`src/rtl/fetch_pc_unit_pkg.sv`:
```
// Shared fetch definitions: next-PC select encodings, fetch FSM states, default reset PC.
// Latency: n/a (types and constants only).
// Backpressure: n/a.
package fetch_pc_unit_pkg;

  // EX-stage next-PC decision, also produced by the branch-decision logic
  typedef enum logic [1:0] {
    PCSEL_PLUS4  = 2'b00,
    PCSEL_BRANCH = 2'b01,
    PCSEL_JAL    = 2'b10,
    PCSEL_JALR   = 2'b11
  } pc_sel_e;

  typedef enum logic [1:0] {
    ST_RUN      = 2'b00,
    ST_WAIT_MEM = 2'b01,
    ST_HALT     = 2'b10
  } fetch_state_e;

  localparam logic [31:0] DEFAULT_RESET_PC = 32'h0000_0000;

  // Any select other than sequential PC+4 redirects the fetch stream
  function automatic logic is_redirect(input logic [1:0] sel);
    return sel != PCSEL_PLUS4;
  endfunction

endpackage

```
`src/rtl/next_pc_target.sv`:
```
// Forms the redirect target from the EX-stage select and checks word alignment.
// Latency: purely combinational, zero cycles.
// Backpressure: none; outputs follow inputs every cycle.
module next_pc_target
  import fetch_pc_unit_pkg::*;
(
  input  logic [1:0]  i_pc_sel,
  input  logic [31:0] i_branch_target,
  input  logic [31:0] i_jalr_target,
  output logic [31:0] o_target,
  output logic        o_redirect,
  output logic        o_misaligned
);

  // JALR clears bit 0 of rs1+imm before use
  logic [31:0] w_jalr_target;
  assign w_jalr_target = i_jalr_target & 32'hFFFF_FFFE;

  // Pick the target; branch and JAL share the EX-computed PC+imm
  always_comb begin
    o_target = i_branch_target;
    if (pc_sel_e'(i_pc_sel) == PCSEL_JALR) begin
      o_target = w_jalr_target;
    end
  end

  assign o_redirect   = is_redirect(i_pc_sel);
  // Only meaningful when redirecting; sequential PC is always aligned
  assign o_misaligned = o_redirect & (|o_target[1:0]);

endmodule

```
`src/rtl/fetch_pc_unit.sv`:
```
// Fetch PC register and request FSM with one-entry pending redirect and sticky misalign trap.
// Latency: pc updates one cycle after the deciding inputs; flushes/fetchValid are same-cycle.
// Backpressure: imemReady=0 holds pc (WAIT_MEM); stall holds pc; HALT drops imemReq until reset.
module fetch_pc_unit
  import fetch_pc_unit_pkg::*;
#(
  parameter logic [31:0] RESET_PC = DEFAULT_RESET_PC
) (
  input  logic        clk,
  input  logic        rst,
  input  logic [1:0]  pcSel,
  input  logic [31:0] branchTarget,
  input  logic [31:0] jalrTarget,
  input  logic        stall,
  input  logic        imemReady,
  output logic [31:0] pc,
  output logic [31:0] pcPlus4,
  output logic        imemReq,
  output logic        fetchValid,
  output logic        flushIFID,
  output logic        flushIDEX,
  output logic        misalignTrap
);

  fetch_state_e r_state;
  logic [31:0]  r_pc;
  logic [31:0]  r_pend_pc;
  logic         r_pend_vld;
  logic         r_trap;

  logic [31:0]  w_target;
  logic         w_redirect;
  logic         w_misaligned;
  logic         w_active;
  logic [31:0]  w_pc_plus4;
  logic         w_fetch_valid;
  logic         w_flush;

  next_pc_target u_next_pc_target (
    .i_pc_sel        (pcSel),
    .i_branch_target (branchTarget),
    .i_jalr_target   (jalrTarget),
    .o_target        (w_target),
    .o_redirect      (w_redirect),
    .o_misaligned    (w_misaligned)
  );

  assign w_active   = (r_state != ST_HALT);
  assign w_pc_plus4 = r_pc + 32'd4;   // wraps naturally at 2^32

  // Same-cycle control: flush on any redirect, deliver only clean completed fetches
  always_comb begin
    w_fetch_valid = 1'b0;
    w_flush       = 1'b0;
    if (w_active) begin
      if (w_redirect) begin
        w_flush = 1'b1;
      end else if (imemReady && !r_pend_vld && !stall) begin
        w_fetch_valid = 1'b1;
      end
    end
  end

  // FSM, pc register and pending redirect; newest redirect always overwrites pending
  always_ff @(posedge clk) begin
    if (rst) begin
      r_state    <= ST_RUN;
      r_pc       <= RESET_PC;
      r_pend_pc  <= RESET_PC;
      r_pend_vld <= 1'b0;
      r_trap     <= 1'b0;
    end else if (w_active) begin
      if (w_redirect && w_misaligned) begin
        r_state <= ST_HALT;
        r_trap  <= 1'b1;
      end else if (w_redirect) begin
        if (imemReady) begin
          // request completes now; its instruction is dropped by the flush
          r_pc       <= w_target;
          r_pend_vld <= 1'b0;
          r_state    <= ST_RUN;
        end else begin
          r_pend_pc  <= w_target;
          r_pend_vld <= 1'b1;
          r_state    <= ST_WAIT_MEM;
        end
      end else if (imemReady) begin
        r_state <= ST_RUN;
        if (r_pend_vld) begin
          r_pc       <= r_pend_pc;
          r_pend_vld <= 1'b0;
        end else if (!stall) begin
          r_pc <= w_pc_plus4;
        end
      end else begin
        r_state <= ST_WAIT_MEM;
      end
    end
  end

  assign pc           = r_pc;
  assign pcPlus4      = w_pc_plus4;
  assign imemReq      = w_active;
  assign fetchValid   = w_fetch_valid;
  assign flushIFID    = w_flush;
  assign flushIDEX    = w_flush;
  assign misalignTrap = r_trap;

endmodule

```
`config.mk`:
```
export PLATFORM = sky130hd
export DESIGN_NAME = fetch_pc_unit
export DESIGN_NICKNAME = d
export VERILOG_FILES = /design/src/rtl/fetch_pc_unit_pkg.sv /design/src/rtl/next_pc_target.sv /design/src/rtl/fetch_pc_unit.sv
export SDC_FILE = /design/constraint.sdc
export NUM_CORES = 1
export LEC_CHECK = 0
export CAP_MARGIN = 20
export CORE_UTILIZATION = 43
export DETAILED_ROUTE_END_ITERATION = 7
export PLACE_DENSITY = 0.81
export SYNTH_ARGS = -nofsm -noshare
export SYNTH_HDL_FRONTEND = slang
export SYNTH_HIERARCHICAL = 1
export SYNTH_SLANG_ARGS = --single-unit
```
`constraint.sdc`:
```
create_clock -name clk -period 2.8 [get_ports clk]
set_input_delay 0.84 -clock clk [delete_from_list [all_inputs] [get_ports clk]]
set_output_delay 0.84 -clock clk [all_outputs]
set_load 0.02 [all_outputs]
```
==> results.md <==
- Largest net degree at the start of global routing: 38
- Launch point of the worst path: pc[9]
- Most frequent cells after synthesis: nand2_1, dfxtp_1, a21oi_1, nor2_1, o21ai_0
- Initial Util: between 40% and 50%
- Htree depth: 3
- Worst-path fanout max: 5
- I/O pins: 139
- Routability cong.: 0.898
- Worst-path clk slew: 90 ps
- CP Cell Sequence: nand4_4 -> or4_4 -> buf_8 -> buf_4 -> xnor2_4 -> buf_6
- Bufs on Longest Clock Path: 2
- CP required: 1960 ps
- R2r endpoint: pc[14]
- Slew @ Worst Pin: about 560 ps
- Slew Limit Fails: 0
- Setup-failing EPs final: 13
- Initial antenna violation count: 0
- CP top delay family: simple AND/OR/NAND/NOR gates
- Top-count cell post-synth: nand2_1
- Worst R2R Start: r_pend_vld
- Mapped Area: 4600 um2
- Vias in the first global route: roughly 5.4k
- Distinct cells, synth: 65
- Syn nets: 670
- Height of the die: 105 um
- Outcome: finished, violations left
- Min-delay src: r_pend_pc[6]
- Antenna viol nets, final: 0
- Violated checks: design-rule violations, negative setup slack
- P per Cell Area: 423 nW/um2
- Detailed-route DRC error count: 2
- Inserted Diodes: 0
- EDFF count, synth: 0
- Layout Cells excl Fill: roughly 950
- Nets: 883
- Die area: 11100 um2
- Final total power: ~3.1 mW
- Worst slack, placed: -644 ps
- FF-to-FF path depth: 6
- Number of fill cells: 753
- Crit-path slowest cell: or4_4
- Drt total wl: approximately 17000 um
- Static Leak: 3.02 nW
- Clock sink count: approximately 70
- Vias per cell: 5.87
- Hold Crit Endpoint: r_pend_pc[6]
- Post-DP Area: about 6700 um2
- Min Tclk post-route: between 2000 and 3000 ps
- Nature of the critical path endpoint: output pin
- I/O Buffers: 137
- Worst path max stage delay: approximately 560 ps
- Syn-to-layout area delta: 57.8%
- Synth warn: 6
- Chip Width: 105 um
- Vias: 5594
- Seq cells post-synth: 68
- Placeable Area: 10300 um2
- Syn avg cell area: 7.67 um2
- Buf/Inv on CP: 3
- WL/cell: between 15 and 20 um
- Worst reg2reg setup slack: 510 ps
- Slew headroom: 61.9%
- Remaining Overflow, GRT: 0
- TritonCTS clock tree: done
- Layout cells sized above 1: 30.4%
- RSZ-0062 raised after global routing: yes
- Fraction of registers with async set/reset: 0%
- Core Rows: 37
- Setup crit start kind: flip-flop
- Arrival time worst endpoint: 2070 ps
- Gr usage total: 29.7%
- Cells after Synth: between 500 and 600
- Final period util: 104%
- Fin area: 7260 um2
- Final hold vios: 0
- VDD IR-drop max: 0.235 mV
- Post-synth top area cell: dfxtp_1
- Global-route wire length before repair: between 20000 and 30000 um
- Initial DRT Pass Iterations: 8
- Drt initial violations: roughly 570
- Top cell type's share of synthesized area: 29.6%
- Post-detail-place hpwl: between 10000 and 15000 um
- Top FF cell, synth: dfxtp_1
- Worst min-delay path category: flip-flop to flip-flop
- Sequential area share after synthesis: around 30%
- Max-cap violations: 0
- Fmax: 344 MHz
- Number of instances on the worst hold path: 2
- Num CTS Buffers: 9
- Worst-skew pair later-pin latency: around 360 ps
- DP Cell Count: roughly 930
- Largest cells by area after synthesis: dfxtp_1, mux2_4, nand2_1, a21oi_1, o21ai_0
- CP Class: flip-flop to output pin
- Post-route worst setup slack: -107 ps
- Clock skew: 9.91 ps
- CTS Root Cell: clkbuf_8
[cell usage in the layout (no fill, tap or decap), drive strengths merged, types with 4 or more instances in the layout]
cell type and instances:
buf 136, nand2 110, clkdlybuf4s50 104, dfxtp 68, a21oi 59, nor2 39
o21ai 35, mux2 31, xnor2 20, nor3 18, nand3 17, clkbuf 17
inv 13, nand4 13, nor4 11, a211oi 10, o211ai 9, and3 8
xor2 8, mux2i 8, a31oi 7, or4 6, and2 6, nand2b 5
dlygate4sd2 5, o2111ai 4, clkinv 4
[how the worst max path moves through the flow]
stage                             end  cells after the start
after floorplan           pcPlus4[24]                      6
after global routing      pcPlus4[24]                      7
after CTS                 pcPlus4[24]                      7
after detailed placement   fetchValid                      5
after global placement     fetchValid                      5
final                     pcPlus4[16]                      6
[metal layers]
metal,part of all wire (%),wire (um),track usage [%],vias up
met2,48,8310,51.3,351
met1,38,6570,36.1,2595
met3,9.3,1610,4.02,83
li1,-,-,-,2565
met5,0,0,0,-
met4,4.2,724,14.9,0
[where the power goes]
part | leakage [nW] | switching (mW) | internal, mW
Clock | 0.0983 | 0.424 | 0.434
Combinational | 2.36 | 0.584 | 0.529
Sequential | 0.560 | 0.0558 | 1.04
[metrics by stage]
step           TNS [ps]  hold slack (ps)  utilization, %
6_report           -514              456            70.3
5_1_grt           -1430              476            70.3
4_1_cts            -548              456            68.6
3_5_place_dp     -23900              445            65.1
3_3_place_gp     -19870              438            65.1
2_1_floorplan     -22.7              431               -
[registers in the layout (all words and copies together) (netlist names)]
signal,flops
r_pend_pc,32
r_state,2
r_pend_vld,1
misalignTrap,1
pc,32
[repair_timing]
item / 4_1_cts / 5_1_grt
endpoints found under the setup margin: 55 / 28
hold buffers: 0 / 0
buffers inserted: 6 / 5
resized for setup: 162 / 45
pin swaps: 11 / 15
[final cells by class]
cell class | count | area (um2) | share of cell area [%]
Multi-Input combinational cell | 466 | 3240 | 44.6
Timing Repair Buffer | 253 | 2220 | 30.6
Sequential cell | 68 | 1380 | 19.0
Tap cell | 136 | 170 | 2.35
Clock buffer | 10 | 138 | 1.90
Clock inverter | 6 | 63.8 | 0.879
Inverter | 14 | 52.6 | 0.724
[cell families (layout without fill, tap and decap cells)]
| kind of cell | after synthesis | count (layout) | synth area share, % |
|---|---|---|---|
| AO/OA/AOI/OAI | 154 | 154 | 21.1 |
| adder cells (fa/ha/maj) | 1 | 1 | 0.272 |
| buffers and inverters | 65 | 283 | 6.56 |
| flip-flops | 68 | 68 | 29.6 |
| XOR/XNOR | 28 | 28 | 5.33 |
| AND/OR/NAND/NOR | 244 | 244 | 25.4 |
| multiplexers | 39 | 39 | 11.7 |
[worst reg2reg max path, cell delays in order (launching register included)]
cell and delay (ps):
dfxtp_1 390, buf_4 420, clkinv_1 410, buf_4 320
or3_1 370, o2111ai_1 120, a21oi_1 110
Note: power is estimated with default switching activity, not from simulation.
